## src/rtl/otter_dcache_pkg.sv

```systemverilog
`default_nettype none
// ============================================================================
// Module      : otter_dcache_pkg
// Description : Shared encodings, FSM state type, IO base address and
//               address-field width helpers for the OTTER data cache.
// Revision    : 1.0 - initial release
// ============================================================================
package otter_dcache_pkg;

    // Access size encodings shared by CPU and memory ports
    localparam logic [1:0] c_SZ_BYTE = 2'd0;
    localparam logic [1:0] c_SZ_HALF = 2'd1;
    localparam logic [1:0] c_SZ_WORD = 2'd2;

    // First address that bypasses the cache
    localparam logic [31:0] c_IO_BASE = 32'h1100_0000;

    // Cache controller states
    typedef enum logic [0:0] {
        IDLE = 1'b0,
        FILL = 1'b1
    } state_t;

    // Index field width for a given line count (lines are 16 bytes)
    function automatic int index_width(input int lines);
        return $clog2(lines);
    endfunction

    // Tag field width: whatever is left above index and 4-bit offset
    function automatic int tag_width(input int lines);
        return 32 - 4 - $clog2(lines);
    endfunction

endpackage
`default_nettype wire

```

## src/rtl/otter_dcache_if.sv

```systemverilog
`default_nettype none
// ============================================================================
// Module      : otter_cpu_if / otter_mem_if
// Description : CPU-side request bus and memory-side data-port bus of the
//               OTTER data cache. On the CPU bus the pipeline is master; on
//               the memory bus the cache is master.
// Revision    : 1.0 - initial release
// ============================================================================
interface otter_cpu_if;
    logic [31:0] CPU_ADDR;
    logic        CPU_RD;
    logic        CPU_WR;
    logic [1:0]  CPU_SIZE;
    logic        CPU_SIGN;
    logic [31:0] CPU_WDATA;
    logic        CPU_FLUSH;
    logic [31:0] CPU_RDATA;
    logic        CPU_STALL;
    logic        CPU_ERR;

    modport master (
        output CPU_ADDR, CPU_RD, CPU_WR, CPU_SIZE, CPU_SIGN, CPU_WDATA, CPU_FLUSH,
        input  CPU_RDATA, CPU_STALL, CPU_ERR
    );

    modport slave (
        input  CPU_ADDR, CPU_RD, CPU_WR, CPU_SIZE, CPU_SIGN, CPU_WDATA, CPU_FLUSH,
        output CPU_RDATA, CPU_STALL, CPU_ERR
    );
endinterface

interface otter_mem_if;
    logic [31:0] MEM_ADDR2;
    logic        MEM_READ2;
    logic        MEM_WRITE2;
    logic [1:0]  MEM_SIZE;
    logic        MEM_SIGN;
    logic [31:0] MEM_DIN2;
    logic [31:0] MEM_R0;
    logic [31:0] MEM_R1;
    logic [31:0] MEM_R2;
    logic [31:0] MEM_R3;
    logic [31:0] MEM_DOUT2;

    modport master (
        output MEM_ADDR2, MEM_READ2, MEM_WRITE2, MEM_SIZE, MEM_SIGN, MEM_DIN2,
        input  MEM_R0, MEM_R1, MEM_R2, MEM_R3, MEM_DOUT2
    );

    modport slave (
        input  MEM_ADDR2, MEM_READ2, MEM_WRITE2, MEM_SIZE, MEM_SIGN, MEM_DIN2,
        output MEM_R0, MEM_R1, MEM_R2, MEM_R3, MEM_DOUT2
    );
endinterface
`default_nettype wire

```

## src/rtl/otter_dcache_load_slicer.sv

```systemverilog
`default_nettype none
// ============================================================================
// Module      : otter_load_slicer
// Description : Extracts a byte, half or word from a 32-bit word at the given
//               byte offset, sign- or zero-extending to 32 bits.
// Revision    : 1.0 - initial release
// ============================================================================
module otter_load_slicer
    import otter_dcache_pkg::*;
(
    input  wire logic [31:0] i_word,
    input  wire logic [1:0]  i_offset,
    input  wire logic [1:0]  i_size,
    input  wire logic        i_unsigned,
    output logic [31:0]      o_data
);

    logic [7:0]  w_byte;
    logic [15:0] w_half;

    assign w_byte = i_word[{i_offset, 3'b000} +: 8];

    // Half-word select; offset 3 is misaligned upstream so it shares the top half
    always_comb begin
        w_half = i_word[15:0];
        case (i_offset)
            2'd0:    w_half = i_word[15:0];
            2'd1:    w_half = i_word[23:8];
            default: w_half = i_word[31:16];
        endcase
    end

    // Size/sign extension of the selected field
    always_comb begin
        o_data = i_word;
        case (i_size)
            c_SZ_BYTE: o_data = i_unsigned ? {24'd0, w_byte} : {{24{w_byte[7]}}, w_byte};
            c_SZ_HALF: o_data = i_unsigned ? {16'd0, w_half} : {{16{w_half[15]}}, w_half};
            default:   o_data = i_word;
        endcase
    end

endmodule
`default_nettype wire

```

## src/rtl/otter_dcache.sv

```systemverilog
`default_nettype none
// ============================================================================
// Module      : otter_dcache
// Description : Direct-mapped, read-allocate, write-through, no-write-allocate
//               data cache between the OTTER memory stage and the dual-port
//               memory. Addresses at or above IO_BASE bypass as uncached IO.
// Revision    : 1.0 - initial release
// ============================================================================
module otter_dcache
    import otter_dcache_pkg::*;
#(
    parameter int          LINES   = 16,
    parameter logic [31:0] IO_BASE = c_IO_BASE
) (
    input  wire logic   CLK,
    input  wire logic   RST_N,
    otter_cpu_if.slave  cpu,
    otter_mem_if.master mem,
    output logic [31:0] HIT_CNT,
    output logic [31:0] MISS_CNT
);

    localparam int c_INDEX_W = index_width(LINES);
    localparam int c_TAG_W   = tag_width(LINES);

    state_t               r_state;
    logic [LINES-1:0]     r_valid;
    logic [c_TAG_W-1:0]   r_tag  [LINES];
    logic [31:0]          r_data [LINES][4];
    logic [31:0]          r_rdata;
    logic                 r_io_pending;
    logic                 r_replay;
    logic [31:0]          r_hit_cnt;
    logic [31:0]          r_miss_cnt;

    logic [c_INDEX_W-1:0] w_index;
    logic [c_TAG_W-1:0]   w_tag;
    logic [1:0]           w_word;
    logic [1:0]           w_byte;
    logic                 w_misaligned;
    logic                 w_io;
    logic                 w_hit;
    logic                 w_idle;
    logic                 w_store;
    logic                 w_load;
    logic                 w_ld_hit;
    logic                 w_ld_miss;
    logic                 w_ld_io;
    logic [31:0]          w_cur_word;
    logic [31:0]          w_hit_data;
    logic [31:0]          w_wdata_sh;
    logic [3:0]           w_lane_we;
    logic [31:0]          w_merged;

    assign w_index      = cpu.CPU_ADDR[4 +: c_INDEX_W];
    assign w_tag        = cpu.CPU_ADDR[31 -: c_TAG_W];
    assign w_word       = cpu.CPU_ADDR[3:2];
    assign w_byte       = cpu.CPU_ADDR[1:0];
    assign w_misaligned = ((cpu.CPU_SIZE == c_SZ_HALF) && (w_byte == 2'd3)) ||
                          (cpu.CPU_SIZE[1] && (w_byte != 2'd0));
    assign w_io         = (cpu.CPU_ADDR >= IO_BASE);
    assign w_hit        = r_valid[w_index] && (r_tag[w_index] == w_tag);
    assign w_idle       = (r_state == IDLE);

    // Store has priority over a simultaneous load; misaligned requests do nothing
    assign w_store   = w_idle && cpu.CPU_WR && !w_misaligned;
    assign w_load    = w_idle && cpu.CPU_RD && !cpu.CPU_WR && !w_misaligned;
    assign w_ld_hit  = w_load && !w_io && w_hit;
    assign w_ld_miss = w_load && !w_io && !w_hit;
    assign w_ld_io   = w_load && w_io;

    assign w_cur_word = r_data[w_index][w_word];

    otter_load_slicer u_slicer (
        .i_word     (w_cur_word),
        .i_offset   (w_byte),
        .i_size     (cpu.CPU_SIZE),
        .i_unsigned (cpu.CPU_SIGN),
        .o_data     (w_hit_data)
    );

    // Byte-lane enables for merging a store into a resident line
    always_comb begin
        w_lane_we = 4'b0000;
        case (cpu.CPU_SIZE)
            c_SZ_BYTE: w_lane_we[w_byte] = 1'b1;
            c_SZ_HALF: begin
                w_lane_we[w_byte]         = 1'b1;
                w_lane_we[w_byte + 2'd1]  = 1'b1;
            end
            default:   w_lane_we = 4'b1111;
        endcase
    end

    assign w_wdata_sh = cpu.CPU_WDATA << {w_byte, 3'b000};

    for (genvar k = 0; k < 4; k++) begin : g_lane
        assign w_merged[8*k +: 8] = w_lane_we[k] ? w_wdata_sh[8*k +: 8] : w_cur_word[8*k +: 8];
    end

    // Data and tag arrays: line fill in FILL, write-through merge on a store hit.
    // The CPU holds its request through FILL, so the live index/tag name the line.
    always_ff @(posedge CLK) begin
        if (r_state == FILL) begin
            r_data[w_index][0] <= mem.MEM_R0;
            r_data[w_index][1] <= mem.MEM_R1;
            r_data[w_index][2] <= mem.MEM_R2;
            r_data[w_index][3] <= mem.MEM_R3;
            r_tag[w_index]     <= w_tag;
        end else if (w_store && !w_io && w_hit) begin
            r_data[w_index][w_word] <= w_merged;
        end
    end

    // Controller FSM, valid bits, load result register and performance counters.
    // The hit that replays a just-filled request is not counted again.
    always_ff @(posedge CLK or negedge RST_N) begin
        if (!RST_N) begin
            r_state      <= IDLE;
            r_valid      <= '0;
            r_rdata      <= 32'd0;
            r_io_pending <= 1'b0;
            r_replay     <= 1'b0;
            r_hit_cnt    <= 32'd0;
            r_miss_cnt   <= 32'd0;
        end else begin
            r_io_pending <= w_ld_io;
            r_replay     <= 1'b0;
            if (r_io_pending) begin
                r_rdata <= mem.MEM_DOUT2;
            end
            case (r_state)
                IDLE: begin
                    if (w_ld_hit) begin
                        r_rdata <= w_hit_data;
                        if (!r_replay) begin
                            r_hit_cnt <= r_hit_cnt + 32'd1;
                        end
                    end
                    if (w_ld_miss) begin
                        r_miss_cnt <= r_miss_cnt + 32'd1;
                        r_state    <= FILL;
                    end
                end
                FILL: begin
                    r_valid[w_index] <= 1'b1;
                    r_replay         <= 1'b1;
                    r_state          <= IDLE;
                end
                default: r_state <= IDLE;
            endcase
            // A flush overrides the valid bit a concurrent fill would set
            if (cpu.CPU_FLUSH) begin
                r_valid <= '0;
            end
        end
    end

    assign cpu.CPU_RDATA = r_io_pending ? mem.MEM_DOUT2 : r_rdata;
    assign cpu.CPU_STALL = RST_N && (w_ld_miss || (r_state == FILL));
    assign cpu.CPU_ERR   = (cpu.CPU_RD || cpu.CPU_WR) && w_misaligned;

    assign mem.MEM_READ2  = RST_N && (w_ld_miss || w_ld_io);
    assign mem.MEM_WRITE2 = RST_N && w_store;
    assign mem.MEM_ADDR2  = (w_ld_miss || (r_state == FILL)) ? {cpu.CPU_ADDR[31:4], 4'b0000}
                                                             : cpu.CPU_ADDR;
    assign mem.MEM_SIZE   = cpu.CPU_SIZE;
    assign mem.MEM_SIGN   = cpu.CPU_SIGN;
    assign mem.MEM_DIN2   = cpu.CPU_WDATA;

    assign HIT_CNT  = r_hit_cnt;
    assign MISS_CNT = r_miss_cnt;

endmodule
`default_nettype wire

```

## src/flat_wrapper.sv

```systemverilog
// flat-port wrapper written by rule: the top's interface ports become plain ports
module otter_dcache_flat import otter_dcache_pkg::*;
#(
    parameter int          LINES   = 16,
    parameter logic [31:0] IO_BASE = c_IO_BASE
)
  (CLK, RST_N, HIT_CNT, MISS_CNT, cpu_CPU_ADDR, cpu_CPU_RD, cpu_CPU_WR, cpu_CPU_SIZE, cpu_CPU_SIGN, cpu_CPU_WDATA, cpu_CPU_FLUSH, cpu_CPU_RDATA, cpu_CPU_STALL, cpu_CPU_ERR, mem_MEM_ADDR2, mem_MEM_READ2, mem_MEM_WRITE2, mem_MEM_SIZE, mem_MEM_SIGN, mem_MEM_DIN2, mem_MEM_R0, mem_MEM_R1, mem_MEM_R2, mem_MEM_R3, mem_MEM_DOUT2);
  otter_cpu_if cpu_i ();
  otter_mem_if mem_i ();
  input  wire logic CLK;
  input  wire logic RST_N;
  output logic [31:0] HIT_CNT;
  output logic [31:0] MISS_CNT;
  input wire logic [$bits(cpu_i.CPU_ADDR)-1:0] cpu_CPU_ADDR;
  input wire logic [$bits(cpu_i.CPU_RD)-1:0] cpu_CPU_RD;
  input wire logic [$bits(cpu_i.CPU_WR)-1:0] cpu_CPU_WR;
  input wire logic [$bits(cpu_i.CPU_SIZE)-1:0] cpu_CPU_SIZE;
  input wire logic [$bits(cpu_i.CPU_SIGN)-1:0] cpu_CPU_SIGN;
  input wire logic [$bits(cpu_i.CPU_WDATA)-1:0] cpu_CPU_WDATA;
  input wire logic [$bits(cpu_i.CPU_FLUSH)-1:0] cpu_CPU_FLUSH;
  output wire logic [$bits(cpu_i.CPU_RDATA)-1:0] cpu_CPU_RDATA;
  output wire logic [$bits(cpu_i.CPU_STALL)-1:0] cpu_CPU_STALL;
  output wire logic [$bits(cpu_i.CPU_ERR)-1:0] cpu_CPU_ERR;
  output wire logic [$bits(mem_i.MEM_ADDR2)-1:0] mem_MEM_ADDR2;
  output wire logic [$bits(mem_i.MEM_READ2)-1:0] mem_MEM_READ2;
  output wire logic [$bits(mem_i.MEM_WRITE2)-1:0] mem_MEM_WRITE2;
  output wire logic [$bits(mem_i.MEM_SIZE)-1:0] mem_MEM_SIZE;
  output wire logic [$bits(mem_i.MEM_SIGN)-1:0] mem_MEM_SIGN;
  output wire logic [$bits(mem_i.MEM_DIN2)-1:0] mem_MEM_DIN2;
  input wire logic [$bits(mem_i.MEM_R0)-1:0] mem_MEM_R0;
  input wire logic [$bits(mem_i.MEM_R1)-1:0] mem_MEM_R1;
  input wire logic [$bits(mem_i.MEM_R2)-1:0] mem_MEM_R2;
  input wire logic [$bits(mem_i.MEM_R3)-1:0] mem_MEM_R3;
  input wire logic [$bits(mem_i.MEM_DOUT2)-1:0] mem_MEM_DOUT2;
  assign cpu_i.CPU_ADDR = cpu_CPU_ADDR;
  assign cpu_i.CPU_RD = cpu_CPU_RD;
  assign cpu_i.CPU_WR = cpu_CPU_WR;
  assign cpu_i.CPU_SIZE = cpu_CPU_SIZE;
  assign cpu_i.CPU_SIGN = cpu_CPU_SIGN;
  assign cpu_i.CPU_WDATA = cpu_CPU_WDATA;
  assign cpu_i.CPU_FLUSH = cpu_CPU_FLUSH;
  assign cpu_CPU_RDATA = cpu_i.CPU_RDATA;
  assign cpu_CPU_STALL = cpu_i.CPU_STALL;
  assign cpu_CPU_ERR = cpu_i.CPU_ERR;
  assign mem_MEM_ADDR2 = mem_i.MEM_ADDR2;
  assign mem_MEM_READ2 = mem_i.MEM_READ2;
  assign mem_MEM_WRITE2 = mem_i.MEM_WRITE2;
  assign mem_MEM_SIZE = mem_i.MEM_SIZE;
  assign mem_MEM_SIGN = mem_i.MEM_SIGN;
  assign mem_MEM_DIN2 = mem_i.MEM_DIN2;
  assign mem_i.MEM_R0 = mem_MEM_R0;
  assign mem_i.MEM_R1 = mem_MEM_R1;
  assign mem_i.MEM_R2 = mem_MEM_R2;
  assign mem_i.MEM_R3 = mem_MEM_R3;
  assign mem_i.MEM_DOUT2 = mem_MEM_DOUT2;
  otter_dcache #(.LINES(LINES), .IO_BASE(IO_BASE)) u_core (.CLK(CLK), .RST_N(RST_N), .cpu(cpu_i), .mem(mem_i), .HIT_CNT(HIT_CNT), .MISS_CNT(MISS_CNT));
endmodule
```

## config.mk

```make
export PLATFORM = sky130hd
export DESIGN_NAME = otter_dcache_flat
export DESIGN_NICKNAME = d
export VERILOG_FILES = /design/src/rtl/otter_dcache_pkg.sv /design/src/rtl/otter_dcache_if.sv /design/src/rtl/otter_dcache_load_slicer.sv /design/src/rtl/otter_dcache.sv /design/src/flat_wrapper.sv
export SDC_FILE = /design/constraint.sdc
export NUM_CORES = 2
export LEC_CHECK = 0
export ABC_AREA = 1
export CORE_ASPECT_RATIO = 1.25
export CORE_MARGIN = 2
export CORE_UTILIZATION = 50
export DETAILED_ROUTE_END_ITERATION = 8
export HOLD_SLACK_MARGIN = 0.15
export PLACE_DENSITY_LB_ADDON = 0.1
export SLEW_MARGIN = 20
export SYNTH_ARGS = -nofsm -noshare
export SYNTH_HDL_FRONTEND = slang
export SYNTH_SLANG_ARGS = --single-unit
```

## constraint.sdc

```tcl
create_clock -name CLK -period 6.3 [get_ports CLK]
set_clock_uncertainty 0.2 [all_clocks]
set_input_delay 1.26 -clock CLK [delete_from_list [all_inputs] [get_ports CLK]]
set_output_delay 1.26 -clock CLK [all_outputs]
set_load 0.005 [all_outputs]
```

==> flow_summary.toml <==
[outcome]
status = "completed"

[die]
rows = 191
core_sq_um = 217000
io_pins = 399
die-area_sq_um = 222000
die-width_um = 422
start_util_pct = 50.3
fp.dieH_um = 526

[synth]
synth_common_cells = "nand2_1 (5334), edfxtp_1 (2432), nor2_1 (534)"
synth-seq-cells = 2547
netlist_instances = 10441
synth.distinct_cells = 42
synth_fp_nets = 10679
synth.top_cell.area_share_pct = 67.0
synth-edff-count = 2432
synthMostInstantiatedCell = "nand2_1"
ys.flop_type = "edfxtp_1"
synth_top_area_cell = "edfxtp_1"
syn-cell-area_sq_um = 109000
synth_area_per_cell_sq_um = 10.4
synth_warnings = 0
synth_area_leaders = "edfxtp_1 (67%), nand2_1 (18%), dfrtp_1 (2.6%)"
synth-seq-area-share_pct = 69.7
synthArstFlopShare_pct = 4.52

[placement]
dpl.hpwl_um = 236000
post-place-cells = 13680
io_buffers = 398
place.gp.congestion = 1.01
place_ws_ns = -0.0644
placed_area_sq_um = 121000

[setup_path]
timing.critical_path.mode_cell = "nand2_1"
worstSetupStartpointType = "input pin"
critical-path-top-delay-family = "simple AND/OR/NAND/NOR gates"
crit_buf_inv = 4
rrSetupSlack_ns = 2.16
cp_cell_sequence = "clkdlybuf4s50_1, inv_1, nor2_4, nand2_1, nand2_1, nor2_1, nand2_1, nand3_1, nand3b_1, nor2_2, nand2_1, nand2_1, nand2_1, buf_12, nor2_1, clkdlybuf4s50_1"
crit_slowest_cell = "clkdlybuf4s50_1"
cp.arrival_ns = 4.58
crit_fanout = 12
slowest_delay_ns = 0.52
worstPathRequired_ns = 4.84
crit_type = "input pin to output pin"
cp-end-kind = "output pin"

[sta]
worst_slew_pin_slew_ns = 1.21
fmax_mhz = 165
fin_crit_ns = 6.04
hold_viol = 0
slew_headroom_pct = 19.1
rsz0062_at_grt = "false"
finalMaxSlewViolations = 0
setup-violations-final = 0
final_critical_path_setup_slack_ns = 0.257
finalSetupTns_ns = 0
fin_crit_sh_pct = 95.9

[final_layout]
area_delta_synth_final_pct = 19.0
nets = 11274
fin_util_pct = 59.8
finalInstanceArea_sq_um = 130000
drive_gt1_share_pct = 9.15
instances_no_fill = 14142

[grt]
grt_pass1_wl_um = 544000
grtUsageTotal_pct = 34.1
grt_start_max_net_pins = 152
overflow = 0
grt_pass1_vias = 75688
antenna_found_initial = 15

[clock_network]
cts.path.max_buffers = 4
clock-sinks = 2547
cts_buffers = 247
ctsHtreeMaxLevel = 4
cts.reportedPaths.clkPinSlew_ns = 0.06
cts_tree = "yes"
cts_hold_buffers = 0
cts-root-buf = "clkbuf_16"
clk_latency_ns = 0.93

[route]
wl_per_cell_um = 27.2
first_pass_iters = 8
initialDrtViolationCount = 9533
via_per_inst = 5.70
drc = 0
routed_wl_um = 385000
vias = 80644
drtAntennaViolNets = 0

[worst_hold_path]
hold_path_class = "input pin to asynchronous set/reset pin"

[run]
cap_violations = 0

[power]
ir_worst_vdd_mv = 0.244
p_per_area_nw_per_um2 = 284
p_leak_nw = 50.2
==> layout make-up <==
class	instances	area [sq um]
clock buffers	296	6480
clock inverters	153	1630
multi-input cells	7058	29900
repair buffers	941	11100
flip-flops and latches	2547	75900
well taps	2895	3620
fillers	17719	87100
diodes	11	27.5
inverters	241	978
==> cells by family (layout without fill, tap and decap cells) <==
kind of cell	count (synthesis)	count (layout)	share of synthesized area [%]
and+or+nand+nor	6660	6662	24.4
xor gates and xnor gates	54	54	0.434
buffers and inverters	838	1631	3.60
AOI/OAI and AO/OA	326	326	1.76
other	0	11	0
DFF	2547	2547	69.7
adders and majority gates	6	6	0.0689
muxes	10	10	0.0976
==> what timing repair did <==
| action | 4_1_cts | 5_1_grt |
|---|---|---|
| buffers inserted | 0 | 0 |
| hold endpoints to repair | 0 | 0 |
| endpoints found under the setup margin | 4 | 4 |
| gates resized for setup | 2 | 5 |
| pin swaps | 2 | 0 |
| cloned | 2 | 0 |
==> layout by cell type (no fill, tap or decap), drive strengths merged <==
cell type	count
o21ba	5
a21oi	151
o211ai	3
mux2i	5
nand2	5337
inv	240
diode	11
mux2	5
nand4	405
a41oi	1
clkinv	105
ha	6
nor2	545
a22o	1
and3	1
nor4	11
nand3	319
dfrtp	115
bufinv	33
o21bai	4
o21ai	116
o22ai	6
a31oi	11
xnor2	10
clkinvlp	16
buf	546
edfxtp	2432
clkbuf	298
xor2	44
and2	5
nor3	38
a22oi	28
nand3b	1
clkdlybuf4s50	393
==> flip-flops by register name (all words and copies together), names as in the netlist <==
signal	flops
u_core.r_data	2048
u_core.r_tag	384
u_core.HIT_CNT	32
u_core.MISS_CNT	32
u_core.r_rdata	32
u_core.r_valid	16
u_core.r_io_pending	1
u_core.r_replay	1
u_core.r_state	1
==> layer usage <==
metal | up-vias | track usage, % | wire length (um)
li1 | 36089 | - | -
met1 | 39389 | 43.5 | 143000
met2 | 4240 | 54.9 | 180000
met3 | 920 | 5.77 | 34700
met4 | 6 | 20.6 | 26900
met5 | - | 0 | 43
==> where the power goes <==
part           switching [W]  internal, W
logic                0.00219      0.00106
clock network        0.00642      0.00860
registers          0.0000234       0.0186
total                0.00863       0.0282
==> final timing paths <==
path                       cells after the start                             end                    startpoint
max reg2reg                                   15  u_core.r_data[5][89]$_DFFE_PP_  u_core.r_tag[0][3]$_DFFE_PP_
min                                            1    u_core.r_rdata[11]$_DFF_PN0_                         RST_N
max in group asynchronous                      2     u_core.r_rdata[0]$_DFF_PN0_                         RST_N
min reg2reg                                    0       u_core.r_replay$_DFF_PN0_      u_core.r_state$_DFF_PN0_
min in group CLK                               0       u_core.r_replay$_DFF_PN0_      u_core.r_state$_DFF_PN0_
max                                           16                mem_MEM_ADDR2[0]               cpu_CPU_ADDR[6]
==> stage by stage <==
stage | hold WS [ns] | power, W
after CTS | 0.176 | 0.0369
after floorplan | 0.154 | 0.0204
after detailed placement | 0.293 | 0.0221
after global routing | 0.233 | 0.0378
final | 0.202 | 0.0369
after global placement | 0.281 | 0.0221
Note: power is estimated with default switching activity, not from simulation.
==> RTL change (same flow settings) <==
`LINES` is set to 16 in 2 places; all go to 8.
--- a/src/rtl/otter_dcache.sv
+++ b/src/rtl/otter_dcache.sv
@@ -10,5 +10,5 @@
     import otter_dcache_pkg::*;
 #(
-    parameter int          LINES   = 16,
+    parameter int          LINES   = 8,
     parameter logic [31:0] IO_BASE = c_IO_BASE
 ) (
--- a/src/flat_wrapper.sv
+++ b/src/flat_wrapper.sv
@@ -2,5 +2,5 @@
 module otter_dcache_flat import otter_dcache_pkg::*;
 #(
-    parameter int          LINES   = 16,
+    parameter int          LINES   = 8,
     parameter logic [31:0] IO_BASE = c_IO_BASE
 )
Function: not settled (the Yosys comparison gave no result); the edit may change what the design does.
==> RTL change against the original RTL <==
Critical path depth increased by 2. Power down 47%. Synthesized cell count decreased by 42%. Non-clock buffer count down 316. Area after synthesis shrank 45%. Register-to-register slack improved by 0.03 ns. Routed wire length down 48%. Sequential cell count fell by 1216. Cell area shrank 46%. Setup slack better by 0.30 ns. Critical endpoint is now cpu_CPU_STALL. Largest cell class unchanged. Largest power group unchanged.
==> RTL change: results (changes against the original RTL) <==
----------------------------------------------------
[Run status]
  Outcome ... complete, no violations

[Placed design]
  Final Wtd Congestion ... 0.911 (-10%)
  Half-perimeter wire length of the detailed placement result ... 131 mm (-45%)
  Worst slack, placed ... 0.581 ns (+0.646 ns)
  DP Cell Count ... 7886 (-42%)

[Drt]
  Wire length reported by the detailed router ... 202 mm (-48%)
  Number of vias after detailed routing ... 45900 (-43%)
  DRC violation total after the first TritonRoute iteration ... 5377 (-44%)
  Detailed-router iteration count before antenna repair ... 6 (-2)
  Routed wl met3 ... 19.1 mm (-45%)
  Vias/cell ... 5.65 (-0.94%)
  Length of routed met2 wiring ... 94.2 mm (-48%)

[Synth]
  Fraction of synthesized cell area in xor and xnor cells ... 0.00381 (-0.000534)
  Fraction of synthesis flops using an asynchronous set or reset pin ... 0.0804 (+0.0352)
  Synth Area in Adders ... 0.00125 (+0.000566)
  Sequential element share of the synthesized area ... 0.659 (-0.0375)
  Number of distinct standard cells referenced by the synthesized netlist ... 46 (+9.5%)
  Post-synth EDFFs ... 1224 (-50%)
  Top cells by area, synth ... sky130_fd_sc_hd__edfxtp_1 61%, sky130_fd_sc_hd__nand2_1 17%, sky130_fd_sc_hd__dfrtp_1 4.5%

[Global routing]
  Met3 routing resource usage after global routing ... 0.0615 (+0.00380)
  Maximum number of pins on one net before global-route repair ... 151 (-0.66%)
  Antenna violations before repair ... 6 (-9)
  Vias in the first global route ... 42800 (-43%)
  Met2 Resource Use GR ... 0.527 (-0.0226)

[Pwr]
  Standby leakage power ... 27.9 nW (-44%)
  IR drop worst, VDD ... 257 µV (+5.1%)
  Share of power burned in registers ... 0.499 (-0.006)
  Psw ... 0.00479 W (-45%)
  Total power consumption of the routed design ... 0.0196 W (-47%)

[Clock network]
  Post-cts resize count ... 0 (-2)

[Timing]
  WHS ... 0.202 ns (+0.000110 ns)
  Max-Slew Margin vs Limit ... 0.183 (-0.00756)

[Final layout]
  Fraction of layout instances using a drive strength above 1 ... 0.0820 (-0.00946)
  Leading registers by flop count ... u_core.r_data: 1024 flops, u_core.r_tag: 200 flops

[Min path]
  Class of the worst hold path ... register to register

[Setup path]
  Critical R2R Capture ... u_core.r_data[3][78]
  Timing startpoint of the critical path ... cpu_CPU_ADDR[4]
  End point of the critical path ... cpu_CPU_STALL
  Worst r2r src ... u_core.r_tag[2][14]
  Worst reg2reg setup slack ... 2.19 ns (+0.03 ns)

----------------------------------------------------
==> RTL change: cell types whose count changed after synthesis, moves of 60 or more <==
cell	unedited run	this run
sky130_fd_sc_hd__edfxtp_1	2432	1224
sky130_fd_sc_hd__clkbuf_1	183	119
sky130_fd_sc_hd__nand2_1	5334	2683
sky130_fd_sc_hd__o21ai_0	104	281
sky130_fd_sc_hd__nand4_1	405	75
sky130_fd_sc_hd__nand3_1	314	150
sky130_fd_sc_hd__a21oi_1	111	246
sky130_fd_sc_hd__nor2_1	534	434
sky130_fd_sc_hd__buf_2	226	120
sky130_fd_sc_hd__o21ai_1	12	72
==> RTL change: final cells by class <==
cell class / instances / area, µm²
Multi-Input combinational cell: 4155 / 18000
Sequential cell: 1331 / 39400
Inverter: 203 / 787
Clock buffer: 167 / 3570
Timing Repair Buffer: 625 / 6180
Tap cell: 1573 / 1970
Fill cell: 9907 / 47900
Antenna cell: 3 / 7.51
Clock inverter: 65 / 658
